## src/rtl/parking_pass_entry.sv

```systemverilog
// Keypad front end for the parking gate: debounced ENTER/CLEAR, two-digit code capture, timed code hold.
// Define PARKING_ENTRY_HEX_EN to add the HEX_ENTRY seven-segment output.
module parking_pass_entry #(
  parameter int unsigned DEBOUNCE_CYCLES = 4,
  parameter int unsigned TIMEOUT_CYCLES  = 1000,
  parameter int unsigned HOLD_CYCLES     = 16
) (
  input  logic       clock_in,
  input  logic       rst_in,
  input  logic       car_present,
  input  logic [1:0] key_in,
  input  logic       key_enter,
  input  logic       key_clear,
  output logic [1:0] pass_1,
  output logic [1:0] pass_2,
  output logic       pass_valid,
  output logic       entry_busy
`ifdef PARKING_ENTRY_HEX_EN
  ,
  output logic [6:0] HEX_ENTRY
`endif
);

  localparam int unsigned CNT_W = 32;
  localparam logic [CNT_W-1:0] DB_LAST   = CNT_W'(DEBOUNCE_CYCLES - 1);
  localparam logic [CNT_W-1:0] TMO_LAST  = CNT_W'(TIMEOUT_CYCLES - 1);
  localparam logic [CNT_W-1:0] HOLD_LAST = CNT_W'(HOLD_CYCLES - 1);

  typedef enum logic [1:0] {IDLE, DIGIT1, DIGIT2, HOLD} state_t;

  // Button index 0 is ENTER, index 1 is CLEAR.
  logic [1:0]            btn_raw;
  logic [1:0]            btn_sync1;
  logic [1:0]            btn_sync2;
  logic [1:0]            btn_deb;
  logic [1:0]            btn_pulse;
  logic [1:0][CNT_W-1:0] db_cnt;
  logic                  enter_p;
  logic                  clear_p;

  assign btn_raw = {key_clear, key_enter};
  assign enter_p = btn_pulse[0];
  assign clear_p = btn_pulse[1];

  // Two-flop synchronizer for the raw push-buttons.
  always_ff @(posedge clock_in or negedge rst_in) begin
    if (!rst_in) begin
      btn_sync1 <= '0;
      btn_sync2 <= '0;
    end else begin
      btn_sync1 <= btn_raw;
      btn_sync2 <= btn_sync1;
    end
  end

  // Debounce: the level flips only after the synchronized input has disagreed for DEBOUNCE_CYCLES cycles.
  always_ff @(posedge clock_in or negedge rst_in) begin
    if (!rst_in) begin
      btn_deb   <= '0;
      btn_pulse <= '0;
      db_cnt    <= '0;
    end else begin
      for (int i = 0; i < 2; i++) begin
        btn_pulse[i] <= 1'b0;
        if (btn_sync2[i] == btn_deb[i]) begin
          db_cnt[i] <= '0;
        end else if (db_cnt[i] >= DB_LAST) begin
          btn_deb[i]   <= btn_sync2[i];
          btn_pulse[i] <= btn_sync2[i];
          db_cnt[i]    <= '0;
        end else begin
          db_cnt[i] <= db_cnt[i] + CNT_W'(1);
        end
      end
    end
  end

  state_t           state_q, state_d;
  logic [1:0]       d1_q, d1_d;
  logic [1:0]       d2_q, d2_d;
  logic [CNT_W-1:0] tmo_q, tmo_d;
  logic [CNT_W-1:0] hold_q, hold_d;
  logic [1:0]       pass_1_d, pass_2_d;
  logic             pass_valid_d;
  logic             entry_busy_d;

`ifdef PARKING_ENTRY_HEX_EN
  logic [6:0] hex_d;

  function automatic logic [6:0] seg_digit(input logic [1:0] d);
    case (d)
      2'd0:    seg_digit = 7'b1000000;
      2'd1:    seg_digit = 7'b1111001;
      2'd2:    seg_digit = 7'b0100100;
      default: seg_digit = 7'b0110000;
    endcase
  endfunction
`endif

  // State and output registers.
  always_ff @(posedge clock_in or negedge rst_in) begin
    if (!rst_in) begin
      state_q    <= IDLE;
      d1_q       <= '0;
      d2_q       <= '0;
      tmo_q      <= '0;
      hold_q     <= '0;
      pass_1     <= '0;
      pass_2     <= '0;
      pass_valid <= 1'b0;
      entry_busy <= 1'b0;
`ifdef PARKING_ENTRY_HEX_EN
      HEX_ENTRY  <= 7'b1111111;
`endif
    end else begin
      state_q    <= state_d;
      d1_q       <= d1_d;
      d2_q       <= d2_d;
      tmo_q      <= tmo_d;
      hold_q     <= hold_d;
      pass_1     <= pass_1_d;
      pass_2     <= pass_2_d;
      pass_valid <= pass_valid_d;
      entry_busy <= entry_busy_d;
`ifdef PARKING_ENTRY_HEX_EN
      HEX_ENTRY  <= hex_d;
`endif
    end
  end

  // Next state and next register values; clear beats enter, enter beats timeout.
  always_comb begin
    state_d      = state_q;
    d1_d         = d1_q;
    d2_d         = d2_q;
    tmo_d        = tmo_q;
    hold_d       = hold_q;
    pass_1_d     = pass_1;
    pass_2_d     = pass_2;
    pass_valid_d = pass_valid;

    unique case (state_q)
      IDLE: begin
        tmo_d  = '0;
        hold_d = '0;
        if (car_present) state_d = DIGIT1;
      end
      DIGIT1, DIGIT2: begin
        if (clear_p) begin
          state_d = DIGIT1;
          d1_d    = '0;
          d2_d    = '0;
          tmo_d   = '0;
        end else if (enter_p) begin
          tmo_d = '0;
          if (state_q == DIGIT1) begin
            d1_d    = key_in;
            state_d = DIGIT2;
          end else begin
            d2_d         = key_in;
            state_d      = HOLD;
            hold_d       = '0;
            pass_1_d     = d1_q;
            pass_2_d     = key_in;
            pass_valid_d = 1'b1;
          end
        end else if (tmo_q >= TMO_LAST) begin
          state_d = IDLE;
          d1_d    = '0;
          d2_d    = '0;
          tmo_d   = '0;
        end else begin
          tmo_d = tmo_q + CNT_W'(1);
        end
      end
      HOLD: begin
        if (hold_q >= HOLD_LAST) begin
          state_d      = car_present ? DIGIT1 : IDLE;
          hold_d       = '0;
          tmo_d        = '0;
          pass_1_d     = '0;
          pass_2_d     = '0;
          pass_valid_d = 1'b0;
        end else begin
          hold_d = hold_q + CNT_W'(1);
        end
      end
      default: state_d = IDLE;
    endcase

    entry_busy_d = (state_d == DIGIT1) || (state_d == DIGIT2);

`ifdef PARKING_ENTRY_HEX_EN
    hex_d = 7'b1111111;
    case (state_d)
      DIGIT1:  hex_d = 7'b0111111;
      DIGIT2:  hex_d = seg_digit(d1_d);
      HOLD:    hex_d = seg_digit(d2_d);
      default: hex_d = 7'b1111111;
    endcase
`endif
  end

endmodule

```

## config.mk

```make
export PLATFORM = sky130hd
export DESIGN_NAME = parking_pass_entry
export DESIGN_NICKNAME = d
export VERILOG_FILES = /design/src/rtl/parking_pass_entry.sv
export SDC_FILE = /design/constraint.sdc
export NUM_CORES = 1
export LEC_CHECK = 0
export CAP_MARGIN = 20
export CORE_MARGIN = 2
export CORE_UTILIZATION = 55
export CTS_BUF_LIST = sky130_fd_sc_hd__clkbuf_4 sky130_fd_sc_hd__clkbuf_8 sky130_fd_sc_hd__clkbuf_16
export DETAILED_ROUTE_END_ITERATION = 8
export PLACE_DENSITY = 0.75
export SYNTH_ARGS = -nofsm -noshare
export SYNTH_HDL_FRONTEND = slang
export SYNTH_SLANG_ARGS = --single-unit
```

## constraint.sdc

```tcl
create_clock -name clock_in -period 2.1 [get_ports clock_in]
set_input_delay 0.63 -clock clock_in [delete_from_list [all_inputs] [get_ports clock_in]]
set_output_delay 0.63 -clock clock_in [all_outputs]
set_load 0.02 [all_outputs]
```

==> out/qor.yml <==
synth-async-reset-ratio: 1.00
synth.most_common_cell: "dfrtp_1"
synth_edf_count: 0
drive_gt1_frac: 0.214
synth.distinct_cells: 48
insertedDiodeCount: 0
status: "finished with violations"
drc_errors: 0
vias: 3821
r2r_end: "entry_busy"
largest-register: "db_cnt"
dr.pass1.iters: 4
core_area_mm2: 0.00982
place_area_mm2: 0.00639
syn_to_final_growth_pct: 28.8
rows: 36
rr_worst_depth: 8
worstSetupStartpointType: "flop"
grt_pass1_vias: 3807
globalRouteTotalUtil: 0.212
rsz0062_at_grt: "true"
fp.dieW_um: 105
synth_top_cells_by_count: "dfrtp_1, nor2_1, nor4_1"
critical-path-max-stage-delay_ps: 430
dr_wl_met2_um: 5510
crit_required_ps: 2540
violations: "setup timing"
multiInputGateArea_mm2: 0.00218
highest_layer: "met4"
synth_area_leaders: "dfrtp_1, nor2_1, nor4_1"
cp_max_fo: 3
min_to: "btn_sync2[1]"
clk_transition_reported_paths_ps: 60
via_per_inst: 5.22
grt.overflow.total: 0
holdCritPathClass: "flop to flop"
grt_max_degree: 51
power_density_mw_per_mm2: 1130
cts_tree: "built"
post-route-min-period_ps: 2150
wl_met1_um: 4760
path_class: "flop to flop"
peakVddDrop_mv: 0.865
fill_cells: 679
hold_depth: 0
gp_routability_congestion: 0.911
yosysTopAreaCell: "dfrtp_1"
fin_ws_ps: -47.5
place_inst: 694
worstHoldStart: "btn_sync1[1]"
synth_ff_type: "dfrtp_1"
fin_crit_sh: 1.02
final_cells: 732
power.leakage_nw: 3.30
setup_viol: 1
antenna_left: 0
largest_register_ffs: 64
drt_wl_total_um: 10800
drtIter0Drc: 171
dp_hpwl_um: 6900
synth_area_mm2: 0.00557
cts.path.max_buffers: 2
start_util: 0.567
seqCellArea_mm2: 0.00365
maxCapViolCount: 0
synth_seq_area_share: 0.656
wl_met3_um: 381
rr_startpoint: "state_q[1]"
slowest_stage: "o41ai_4"
fin_area_mm2: 0.00717
syn_area_per_cell_um2: 12.2
r2r_slack_ps: -50
die_area_mm2: 0.0109
cts.sinks: 146
synth_top_area_share: 0.656
netlist_instances: 458
setup_tns_ps: -47.5
finalMaxSlewViolations: 0
synth-seq-cells: 146
antenna_found_initial: 0
arrival_ps: 2590
htreeDepth: 4
max_freq_ghz: 0.466
finClkSkew_ps: 10.5
cts_buffers: 17
die_y_um: 105
clk_latency_ps: 530
cts_root_buf: "clkbuf_8"
top_regs: "db_cnt x64, hold_q x32, tmo_q x32"
synth-warning-count: 0
ios: 13
grt_pass1_wl_um: 17800
place.port_buffers: 12
wl_per_cell_um: 14.7
finalHoldViolations: 0
final_nets: 602
crit_chain: "inv_2 -> ha_4 -> inv_2 -> or3_4 -> o41ai_4 -> a211oi_2 -> a211oi_2 -> xor2_1"
critPathCaptureType: "flop"
## metal layers
metal / vias to the layer above / track usage
met5: - / 0
met3: 12 / 0.0649
met1: 1888 / 0.268
met4: 0 / 0.0800
met2: 63 / 0.345
li1: 1858 / -
## timing repair
| item | 4_1_cts | 5_1_grt |
|---|---|---|
| setup endpoints to repair | 28 | 27 |
| pin swaps | 2 | 15 |
| resized for setup | 11 | 25 |
| hold buffers | 1 | 0 |
| buffers inserted | 0 | 6 |
| hold endpoints to repair | 32 | 0 |
## worst max-delay path by stage
stage | from | end | slack (ps) | cells past startpoint
2_1_floorplan | state_q[0] | hold_q[20] | 100 | 9
3_3_place_gp | tmo_q[28] | entry_busy | -40 | 7
3_5_place_dp | tmo_q[28] | entry_busy | -70 | 7
4_1_cts | tmo_q[16] | entry_busy | 0.3 | 7
5_1_grt | state_q[1] | entry_busy | -100 | 8
6_report | state_q[1] | entry_busy | -50 | 8
## metrics by stage
step	utilization	hold WS, ps	power (mW)	setup slack [ps]
detailed placement	0.651	338	5.08	-72.9
floorplan	-	331	4.26	97.7
global placement	0.651	332	5.02	-36.9
global route	0.730	360	8.53	-102
CTS	0.713	353	7.99	0.282
finish	0.730	351	8.11	-47.5
## critical path, delay by kind of cell, from the launching register on
family                   cells  cell delay, ps
AO/OA/AOI/OAI                3             760
flip-flops                   1             390
AND/OR/NAND/NOR              1             340
adder cells (fa/ha/maj)      1             270
XOR/XNOR                     1             190
buffers and inverters        2             110
## area by class of cell
cell class | instances | share of cell area
clock buffers | 17 | 0.0578
clock inverters | 14 | 0.0220
inverters | 12 | 0.00629
multi-input cells | 348 | 0.305
flip-flops and latches | 146 | 0.510
well taps | 133 | 0.0232
repair buffers | 62 | 0.0761
## cells in the final DEF, fill, tap and decap left out, types with 8 or more instances in the layout
cell       count
dfrtp_1      146
conb_1        60
nor2_1        52
buf_4         44
nor4_1        23
nand2_1       20
a21oi_1       19
o21ai_0       17
a31oi_1       16
clkbuf_16     16
nand4_1        9
and3_1         9
inv_1          9
and2_1         9
nand3_1        8
## report_power, final
part	switching [mW]	internal, mW	total [mW]
Combinational	1.21	0.912	2.13
Sequential	0.113	3.01	3.12
Clock	1.17	1.70	2.87
## kinds of logic (layout without fill, tap and decap cells)
logic type / Yosys count / in the layout / synth area share
AND/OR/NAND/NOR: 184 / 184 / 0.188
other: 1 / 60 / 0.000674
adder cells (fa/ha/maj): 8 / 8 / 0.0180
multiplexers: 5 / 5 / 0.00989
AO/OA/AOI/OAI: 85 / 85 / 0.100
buffers and inverters: 23 / 105 / 0.0178
flip-flops: 146 / 146 / 0.656
XOR/XNOR: 6 / 6 / 0.00944
Power figures use the tool's default switching activity.
